<file path="src/rtl/ao_vector_sequencer.sv">
// Exhaustive 3-input stimulus sequencer for two (a & b) | c gate implementations.
// Each vector is held HOLD_CYCLES cycles, then y1/y2 are compared and the results are accumulated.
module ao_vector_sequencer #(
  parameter int unsigned HOLD_CYCLES = 4,
  parameter bit          GOLDEN_EN   = 1'b1
) (
  input  logic       clk,
  input  logic       rst,
  input  logic       start,
  input  logic       abort,
  input  logic       y1,
  input  logic       y2,
  output logic       aa,
  output logic       bb,
  output logic       cc,
  output logic       busy,
  output logic       done,
  output logic       fail,
  output logic [3:0] mismatch_count,
  output logic [7:0] fail_mask,
  output logic [2:0] first_fail_vec
);

  typedef enum logic [1:0] {IDLE, HOLD, DONE} state_t;

  localparam logic [7:0] LAST_CNT = 8'(HOLD_CYCLES - 1);

  state_t     state, state_nxt;
  logic [2:0] vec_idx, vec_nxt;
  logic [7:0] hold_cnt, cnt_nxt;
  logic       sample_now;
  logic       clear_res;
  logic       golden;
  logic       vec_bad;

  assign golden  = (aa & bb) | cc;
  assign vec_bad = (y1 != y2) || (GOLDEN_EN && ((y1 != golden) || (y2 != golden)));

  always_ff @(posedge clk) begin
    if (rst) begin
      state    <= IDLE;
      vec_idx  <= 3'd0;
      hold_cnt <= 8'd0;
    end else begin
      state    <= state_nxt;
      vec_idx  <= vec_nxt;
      hold_cnt <= cnt_nxt;
    end
  end

  // Abort wins over the sample edge, so an aborted vector never reaches the results.
  always_comb begin
    state_nxt  = state;
    vec_nxt    = vec_idx;
    cnt_nxt    = hold_cnt;
    sample_now = 1'b0;
    clear_res  = 1'b0;
    case (state)
      IDLE: begin
        if (start) begin
          state_nxt = HOLD;
          vec_nxt   = 3'd0;
          cnt_nxt   = 8'd0;
          clear_res = 1'b1;
        end
      end
      HOLD: begin
        if (abort) begin
          state_nxt = IDLE;
          vec_nxt   = 3'd0;
          cnt_nxt   = 8'd0;
        end else if (hold_cnt == LAST_CNT) begin
          sample_now = 1'b1;
          cnt_nxt    = 8'd0;
          if (vec_idx == 3'd7) begin
            state_nxt = DONE;
            vec_nxt   = 3'd0;
          end else begin
            vec_nxt = vec_idx + 3'd1;
          end
        end else begin
          cnt_nxt = hold_cnt + 8'd1;
        end
      end
      DONE: begin
        state_nxt = IDLE;
      end
      default: begin
        state_nxt = IDLE;
        vec_nxt   = 3'd0;
        cnt_nxt   = 8'd0;
      end
    endcase
  end

  // Outputs are registered from the next state so they line up with the state register.
  always_ff @(posedge clk) begin
    if (rst) begin
      aa             <= 1'b0;
      bb             <= 1'b0;
      cc             <= 1'b0;
      busy           <= 1'b0;
      done           <= 1'b0;
      fail           <= 1'b0;
      mismatch_count <= 4'd0;
      fail_mask      <= 8'd0;
      first_fail_vec <= 3'd0;
    end else begin
      busy         <= (state_nxt == HOLD);
      done         <= (state_nxt == DONE);
      {aa, bb, cc} <= (state_nxt == HOLD) ? vec_nxt : 3'd0;
      if (clear_res) begin
        fail           <= 1'b0;
        mismatch_count <= 4'd0;
        fail_mask      <= 8'd0;
        first_fail_vec <= 3'd0;
      end else if (sample_now && vec_bad) begin
        fail               <= 1'b1;
        mismatch_count     <= mismatch_count + 4'd1;
        fail_mask[vec_idx] <= 1'b1;
        if (!fail) begin
          first_fail_vec <= vec_idx;
        end
      end
    end
  end

endmodule

</file>
<file path="config.mk">
export PLATFORM = sky130hd
export DESIGN_NAME = ao_vector_sequencer
export DESIGN_NICKNAME = d
export VERILOG_FILES = /design/src/rtl/ao_vector_sequencer.sv
export SDC_FILE = /design/constraint.sdc
export NUM_CORES = 1
export LEC_CHECK = 0
export ABC_AREA = 1
export CAP_MARGIN = 20
export CORE_AREA = 3 3 63 65
export CTS_CLUSTER_DIAMETER = 80
export DETAILED_ROUTE_END_ITERATION = 6
export DIE_AREA = 0 0 66 68
export HOLD_SLACK_MARGIN = 0.06
export PLACE_DENSITY = 0.67
export SYNTH_ARGS = -nofsm -noshare
export SYNTH_HDL_FRONTEND = slang
export SYNTH_SLANG_ARGS = --single-unit
</file>
<file path="constraint.sdc">
create_clock -name clk -period 1.9 [get_ports clk]
set_input_delay 0.38 -clock clk [delete_from_list [all_inputs] [get_ports clk]]
set_output_delay 0.38 -clock clk [all_outputs]
set_load 0.02 [all_outputs]
</file>
==> run_results.csv, run 1 <==
group,metric,value,unit
yosys,yosysSeqAreaShare,0.4470,
sta,relSlewSlack,0.7979,
sta,final_hold_viol_count,0,
yosys,yosys.area_share.adder,0.03287,
placed_design,place_congestion,0.7896,
cells_and_area,fill_cells,306,
global_routing,grt_pass1_wl,5195,um
setup_path,worst-setup-path-type,"flip-flop to primary output",
setup_path,r2r_start,"hold_cnt[0]",
routing,via_per_inst,4.565,
hold_path,min_path_cells,2,
cts,cts_hold_buf,0,
cts,ctsRootBufferMaster,"clkbuf_4",
hold_path,hold_path.startpoint,"fail_mask[7]",
setup_path,crit_path_start_kind,"flip-flop",
yosys,muxShareOfSynthArea,0,
hold_path,hp-class,"flip-flop to flip-flop",
placed_design,port_buffers,26,
setup_path,cp.required,1.52,ns
global_routing,grt.busiest_layer,"met2",
die,coreArea,3390,sq um
yosys,synth_top_family_by_area,"simple AND/OR/NAND/NOR gates",
yosys,synthSimpleGateAreaFrac,0.3090,
global_routing,track_usage,0.1499,
sta,finalWorstSetupSlack,0.1735,ns
pwr,p_per_area,762.8,nW/um^2
die,die_w,66,um
sta,finClkSkew,0.003843,ns
sta,slew_violations,0,
die,start_util,0.4492,
setup_path,timing.rr.end,"fail_mask[2]",
sta,fmax,579.2,MHz
cells_and_area,drive_above_1_share,0.09274,
cts,cts_buffers,5,
pwr,p_leak,0.7903,nW
routing,ant_nets,0,
setup_path,path_cells,"clkdlybuf4s50_1",
setup_path,worstPathArrival,1.35,ns
routing,wl_per_cell,10.31,um
cts,clk_pin_slew,0.10,ns
setup_path,critPathMaxFanout,4,
cells_and_area,sequential_cell_area,680.7,sq um
setup_path,worst-path-buf-inv,1,
sta,tightestPinTransition,0.3027,ns
cells_and_area,nets,257,
cells_and_area,multi_input_area,691.9,sq um
cells_and_area,diodes,0,
setup_path,cp_top_family,"buffers and inverters",
cts,htreeDepth,2,
sta,tns,0,ns
cts,cts_setup_buffers,0,
global_routing,grt_use_met2,0.2165,
yosys,synth-compound-area-share,0.1068,
global_routing,grt_use_met3,0.04598,
cts,numClockSinks,34,
outcome,status,"finished clean",
global_routing,antenna_found_initial,0,
hold_path,holdPathEnd,"fail_mask[7]",
routing,num_vias,1342,
yosys,ys_ff_latch,34,
sta,rsz0062_at_grt,"false",
global_routing,grtUsageMet1,0.2135,
setup_path,endpoint_kind,"primary output",
routing,drc_errors,0,
flow_run,drv_cap,0,
cts,cts_buffer_depth,2,
pwr,ir_worst_vdd,0.4519,mV
cts,cts.repair.resized,0,
routing,drtIter0Drc,68,
global_routing,grt_pass1_vias,1196,
sta,period_minus_slack,1.727,ns
global_routing,grt_max_degree,15,
placed_design,pre_cts_ws,0.06890,ns
sta,finalCritPeriodShare,0.9087,
sta,final-setup-viol-count,0,
cells_and_area,final_area,1959,sq um
yosys,synth_xor_area_frac,0.005752,
yosys,syn-num-nets,223,
placed_design,placed_area,1848,sq um
cells_and_area,syn_to_final_growth,28.68,%
yosys,yosysUniqueCellTypes,22,
placed_design,dpl.hpwl,2360,um
yosys,syn_avg_cell_area,7.149,sq um
routing,wirelength,3032,um
setup_path,r2r_setup_slack,0.33,ns
global_routing,overflow,0,
die,rows,21,
yosys,netlist_area,1523,sq um
setup_path,slowest_stage,"clkdlybuf4s50_1",
die,fp.dieArea,4488,sq um
cts,cts_tree,"built",
yosys,yosysWarnings,0,
setup_path,slowest_delay,0.62,ns
die,die_h,68,um
die,io_pins,27,
setup_path,worstRegToRegCells,7,
routing,drt_pass1_iterations,4,
yosys,synthCells,213,
cts,worstSkewPairLatency,0.33,ns
-- layout make-up --
cell class                      instances  share of cell area
Inverter                               36             0.06897
Multi-Input combinational cell        141              0.3531
Tap cell                               46             0.02937
Clock buffer                            6             0.02618
Sequential cell                        34              0.3474
Clock inverter                          2             0.03065
Timing Repair Buffer                   29              0.1443
-- cells in the final DEF (no fill, tap or decap), types with 2 or more instances in the layout --
cell type	count
nand2_1	43
dfxtp_1	34
inv_1	31
nor2_1	29
a21oi_1	26
clkdlybuf4s50_1	26
nand3_1	21
clkbuf_4	5
inv_2	4
ha_1	4
nor2_2	3
nor3_1	3
buf_4	3
nor2_4	2
o21a_1	2
o21ai_0	2
bufinv_16	2
-- where the power goes --
group	leakage, nW	total [mW]	switching [mW]	internal (mW)
registers	0.274	0.721	0.00343	0.718
logic	0.457	0.0839	0.0523	0.0316
clock network	0.0585	0.689	0.243	0.446
-- layer usage --
layer,vias to the layer above,wire length (um)
met2,20,1293
met1,581,1567
met4,0,38
met3,5,133
li1,736,-
met5,-,0
-- synthesized netlist by cell type --
cell type	number	share of area
inv_2	4	0.0099
dfxtp_1	34	0.45
nor2_1	29	0.071
nor3_1	3	0.0099
o21a_1	2	0.0099
buf_6	1	0.0074
ha_1	4	0.033
nor2_4	2	0.015
a21o_1	1	0.0049
a21oi_1	26	0.085
nand2_1	43	0.11
nand3_2	1	0.0066
clkinv_1	1	0.0025
nor3_4	1	0.011
nand3_1	21	0.069
clkbuf_1	1	0.0025
xor2_1	1	0.0058
o21ai_0	2	0.0066
nand2_2	1	0.0041
nand4_1	1	0.0041
nor2_2	3	0.012
inv_1	31	0.076
-- state kept, by name (all words and copies together), names as in the netlist --
| name | cells |
|---|---|
| fail_mask | 8 |
| first_fail_vec | 3 |
| busy | 1 |
| done | 1 |
| fail | 1 |
| hold_cnt | 8 |
| cc | 1 |
| state | 2 |
| mismatch_count | 4 |
| aa | 1 |
| vec_idx | 3 |
| bb | 1 |
-- how the worst max path moves through the flow --
stage / from / end / slack (ns) / depth (start not counted)
floorplan: hold_cnt[0] / fail_mask[1] / 0.54 / 8
global placement: abort / fail_mask[2] / 0.08 / 6
detailed placement: abort / fail_mask[2] / 0.07 / 6
CTS: mismatch_count[0] / mismatch_count[0] / 0.16 / 1
global route: hold_cnt[0] / hold_cnt[0] / 0.09 / 8
finish: mismatch_count[0] / mismatch_count[0] / 0.17 / 1
-- cell families after synthesis --
| logic type | after synthesis |
|---|---|
| simple gates | 105 |
| buf+inv | 38 |
| flops | 34 |
| xor+xnor | 1 |
| fa+ha+maj | 4 |
| compound gates | 31 |
-- through the flow --
stage | total power, mW | cells | utilization | hold slack [ns]
CTS | 1.510 | 294 | 0.5781 | 0.4577
finish | 1.495 | 294 | 0.5781 | 0.4537
floorplan | 0.7865 | 213 | - | 0.4475
global placement | 0.8232 | 286 | 0.5452 | 0.4398
global route | 1.552 | 294 | 0.5781 | 0.4774
detailed placement | 0.8223 | 286 | 0.5452 | 0.4407
No activity file was read; power rests on OpenSTA's default activity.
==> run 2, diff against run 1 <==
- CORE_AREA: 3 3 63 65 -> 2 2 62 64
- DIE_AREA: 0 0 66 68 -> 0 0 64 66
==> run_results.csv, run 2 (synthesis results as in run 1) <==
group,metric,value,unit
pwr,ir_worst_vdd,0.4428,mV
sta,tns,0,ns
die,io_pins,27,
setup_path,worstPathArrival,1.35,ns
routing,wirelength,3002,um
cells_and_area,layoutNonFillerInstCount,295,
placed_design,pre_cts_ws,0.01755,ns
setup_path,path_depth,1,
routing,m1WireLength,1431,um
cts,worstSkewPairLatency,0.34,ns
cts,cts_hold_buf,0,
cells_and_area,final_cell_mix,"nand2_1, dfxtp_1, inv_1",
setup_path,critPathMaxFanout,4,
global_routing,grt_pass1_wl,5216,um
setup_path,r2r_setup_slack,0.29,ns
routing,num_vias,1379,
sta,finalWorstSetupSlack,0.1680,ns
setup_path,slowest_stage,"clkdlybuf4s50_1",
die,die_w,64,um
hold_path,hold_path.startpoint,"fail_mask[4]",
setup_path,slowest_delay,0.62,ns
pwr,p_leak,0.7621,nW
cts,numClockSinks,34,
routing,dr_wl_met3,148,um
sta,relSlewSlack,0.7893,
placed_design,port_buffers,26,
setup_path,worst-setup-path-type,"flip-flop to primary output",
die,die_h,66,um
sta,final-setup-viol-count,0,
setup_path,path_cells,"clkdlybuf4s50_1",
setup_path,crit_path_start_kind,"flip-flop",
routing,wl_per_cell,10.18,um
cts,cts_tree,"built",
die,coreArea,3551,sq um
cells_and_area,diodes,0,
setup_path,worst-path-buf-inv,1,
routing,drc_errors,0,
placed_design,dp_cells,287,
global_routing,track_usage,0.1611,
die,start_util,0.4288,
setup_path,worstRegToRegCells,7,
die,rows,22,
setup_path,timing.rr.end,"fail_mask[3]",
global_routing,grt_max_degree,15,
hold_path,hp-class,"flip-flop to flip-flop",
pwr,p_per_area,640.8,nW/um^2
cts,cts_buffers,5,
global_routing,grt_pass1_vias,1201,
sta,final_hold_viol_count,0,
cells_and_area,fin_util,0.5359,
routing,dr.max_layer_used,"met4",
cts,clk_pin_slew,0.11,ns
hold_path,min_path_cells,2,
sta,fmax,577.4,MHz
cts,cts.repair.resized,0,
sta,rsz0062_at_grt,"false",
sta,period_minus_slack,1.732,ns
sta,finClkSkew,0.01548,ns
outcome,status,"finished clean",
cells_and_area,drive_above_1_share,0.08502,
cells_and_area,syn_to_final_growth,24.98,%
die,fp.dieArea,4224,sq um
routing,drt_pass1_iterations,4,
cts,htreeDepth,2,
sta,slew_violations,0,
routing,met2_length,1357,um
sta,tightestPinTransition,0.3156,ns
cells_and_area,reg_top3,"fail_mask: 8 flops, hold_cnt: 8 flops, mismatch_count: 4 flops",
placed_design,dpl.hpwl,2239,um
setup_path,endpoint_kind,"primary output",
cells_and_area,final_common_cell,"nand2_1",
cts,ctsRootBufferMaster,"clkbuf_4",
setup_path,r2r_start,"hold_cnt[0]",
cts,cts_buffer_depth,2,
routing,drtIter0Drc,34,
hold_path,holdPathEnd,"fail_mask[4]",
cts,cts_setup_buffers,0,
setup_path,cp.required,1.52,ns
setup_path,cp_top_family,"buffers and inverters",
sta,finalCritPeriodShare,0.9116,
global_routing,overflow,0,
global_routing,antenna_found_initial,0,
flow_run,drv_cap,0,
routing,via_per_inst,4.675,
placed_design,place_congestion,0.7850,
routing,ant_nets,0,
cells_and_area,nets,256,
==> run 2: power by group <==
part	leakage, nW	internal [mW]	switching [mW]	total [mW]
Clock	0.0353	0.179	0.236	0.415
Sequential	0.274	0.718	0.00352	0.721
Combinational	0.452	0.0298	0.0533	0.0831
Total	0.762	0.927	0.293	1.22
==> run 2: layout make-up <==
class,count,area (sq um)
repair buffers,28,275.3
clock buffers,7,55.05
inverters,36,135.1
flip-flops and latches,34,680.7
multi-input cells,141,691.9
well taps,48,60.06
fillers,346,1648
clock inverters,1,5.005
==> run 2: worst max path at each step <==
| stage | start | to | slack [ns] |
|---|---|---|---|
| after detailed placement | abort | fail_mask[3] | 0.02 |
| final | mismatch_count[1] | mismatch_count[1] | 0.17 |
| after global routing | mismatch_count[1] | mismatch_count[1] | 0.1 |
| after CTS | mismatch_count[1] | mismatch_count[1] | 0.15 |
| after global placement | abort | fail_mask[3] | 0.04 |
| after floorplan | hold_cnt[0] | fail_mask[1] | 0.54 |
==> run 2: metrics by stage <==
| stage | total power, mW | instance area (sq um) | hold slack [ns] |
|---|---|---|---|
| 2_1_floorplan | 0.7865 | 1523 | 0.4475 |
| 3_3_place_gp | 0.8214 | 1843 | 0.4421 |
| 3_5_place_dp | 0.8210 | 1843 | 0.4393 |
| 4_1_cts | 1.241 | 1903 | 0.4547 |
| 5_1_grt | 1.277 | 1903 | 0.4807 |
| 6_report | 1.219 | 1903 | 0.4527 |
==> run 2: per-layer routing <==
metal  vias to the layer above  track usage
li1                        736            -
met4                         0      0.08152
met3                         7      0.05281
met2                        32       0.2539
met5                         -            0
met1                       604       0.1962
==> edit, RTL diff (settings of run 2) <==
Change the parameter `GOLDEN_EN` from 1'b1 to 1'b0.
--- a/src/rtl/ao_vector_sequencer.sv
+++ b/src/rtl/ao_vector_sequencer.sv
@@ -2,7 +2,7 @@
 // Each vector is held HOLD_CYCLES cycles, then y1/y2 are compared and the results are accumulated.
 module ao_vector_sequencer #(
   parameter int unsigned HOLD_CYCLES = 4,
-  parameter bit          GOLDEN_EN   = 1'b1
+  parameter bit          GOLDEN_EN   = 1'b0
 ) (
   input  logic       clk,
   input  logic       rst,
Check against the original RTL: not equivalent (a bounded check fails within 10 cycles, from zero or initial values and one cycle with rst high).
==> edit against run 2 <==
  * Power grew 12%
  * First-iteration DRC count grew 140%
  * Sequential cell count did not move
  * Routed wire length rose by 1.4%
  * Synthesized area grew 0.25%
  * Design area is 2.9% higher
  * Setup slack got worse by 0.016 ns
  * Sequential power about the same
  * Critical endpoint is now mismatch_count[0]
==> edit: results (changes against run 2) <==
| Metric | Value |
|---|---|
| Power Dens Cells | 695 nW/um2 (was 641 nW/um2) |
| Placed Instances | 286 (was 287) |
| Seq/Total Area, Yosys | 44.6% (was 44.7%) |
| GPL Wtd Cong | 0.839 (was 0.785) |
| CTS H-Tree Depth | 2 (unchanged) |
| Clock Latency Late Sink | 0.33 ns |
| Synth warn | 0 (unchanged) |
| Largest net degree at the start of global routing | 11 (was 15) |
| Wire per inst | 10.4 um (was 10.2 um) |
| Syn Inst Count | 209 (was 213) |
| Vias | 1365 (was 1379) |
| Share of layout cells above drive strength 1 | 9.39% (was 8.50%) |
| Sw Share | 22.1% (was 24.0%) |
| Dpl hpwl | 2190 um (was 2240 um) |
| Initial DRC count | 83 (was 34) |
| Vias in the first global route | 1220 (was 1201) |
| CTS clk-pin slew, worst paths | 0.11 ns (about the same) |
| Post-synthesis cell type count | 23 (was 22) |
| Routed WL | 3040 um (was 3000 um) |
| Largest regs | fail_mask x8, hold_cnt x8, mismatch_count x4 (unchanged) |
| Final #Nets | 255 (was 256) |
| Worst Max-Slew Pin Slew | 0.374 ns (was 0.316 ns) |
| Syn nets | 219 (was 223) |
| HP Class | reg2reg (unchanged) |
| Max stage delay on crit path | 0.63 ns |
| Initial antenna violation count | 0 (unchanged) |
| # diodes | 0 (unchanged) |
| Post-synthesis compound-gate area fraction | 10.8% (was 10.7%) |
| Sequential share of power | 53.1% (was 59.2%) |
| Postcts setup bufs | 0 (unchanged) |
| Status | finished, final reports clean (unchanged) |
| IO Port Bufs | 26 (unchanged) |
| CTS Buf Count | 5 (unchanged) |
| Synth top area cells | dfxtp_1, nand2_1, inv_1 (was dfxtp_1, nand2_1, a21oi_1) |
| Clk power | 0.545 mW (was 0.415 mW) |
| Delay-heaviest family, CP | buffers and inverters (unchanged) |
| Post-route clock skew | 0.00805 ns (was 0.0155 ns) |
| PostCTS Resize Cnt | 0 (unchanged) |
| Post-route DRC | 0 (unchanged) |
| Pleak | 0.782 nW (was 0.762 nW) |
| GRT Total Usage | 16.1% (about the same) |
| Synth top cells by count | nand2_1, dfxtp_1, inv_1 (unchanged) |
| Post-synth ARST share | 0% (unchanged) |
| Cell Area, Placed | 1880 um2 (was 1840 um2) |
| Fillers | 346 (unchanged) |
| Data arrival, critical path | 1.37 ns (was 1.35 ns) |
| Worst-path maximum fanout | 4 (unchanged) |
| Worst-path cell with the longest stage delay | clkdlybuf4s50_1 (unchanged) |
| Post-Synth XOR/XNOR Area | 1.15% (was 0.575%) |
| Max VDD drop | 0.000437 V (was 0.000443 V) |
| CTS Root Cell | clkbuf_4 (unchanged) |
| Pre-CTS WS | 0.00750 ns (was 0.0175 ns) |
| Clock buffer depth | 2 (unchanged) |
| Drt pass-1 iters | 4 (unchanged) |
| Global-route wire length before repair | 5230 um (was 5220 um) |
| Synth Area in Adders | 3.28% (was 3.29%) |
| Mux cell area share after synthesis | 0% (unchanged) |
edit: final cells by class:
type                       instances  area (um2)  share of cell area [%]
clock buffer                       6        51.3                    2.62
clock inverter                     1        30.0                    1.53
inverter                          34         128                    6.52
multi-input combinational        136         688                    35.1
sequential                        34         681                    34.8
tap                               48        60.1                    3.07
timing repair buffer              34         320                    16.4
edit: path summary, 6_finish.rpt:
check | to | startpoint | slack (ns) | depth (start not counted)
setup / recovery | mismatch_count[0] | mismatch_count[0] | 0.15 | 1
hold / removal | fail_mask[0] | fail_mask[0] | 0.45 | 2
setup reg to reg | state[0] | hold_cnt[1] | 0.28 | 6
hold reg to reg | fail_mask[0] | fail_mask[0] | 0.45 | 2
edit: layer usage:
metal | share of wire (%) | up-vias | global-route usage (%)
met5 | 0 | - | 0
met1 | 48 | 590 | 20.2
met2 | 46 | 34 | 26.0
li1 | - | 739 | -
met4 | 0.66 | 0 | 6.52
met3 | 5.6 | 2 | 4.60
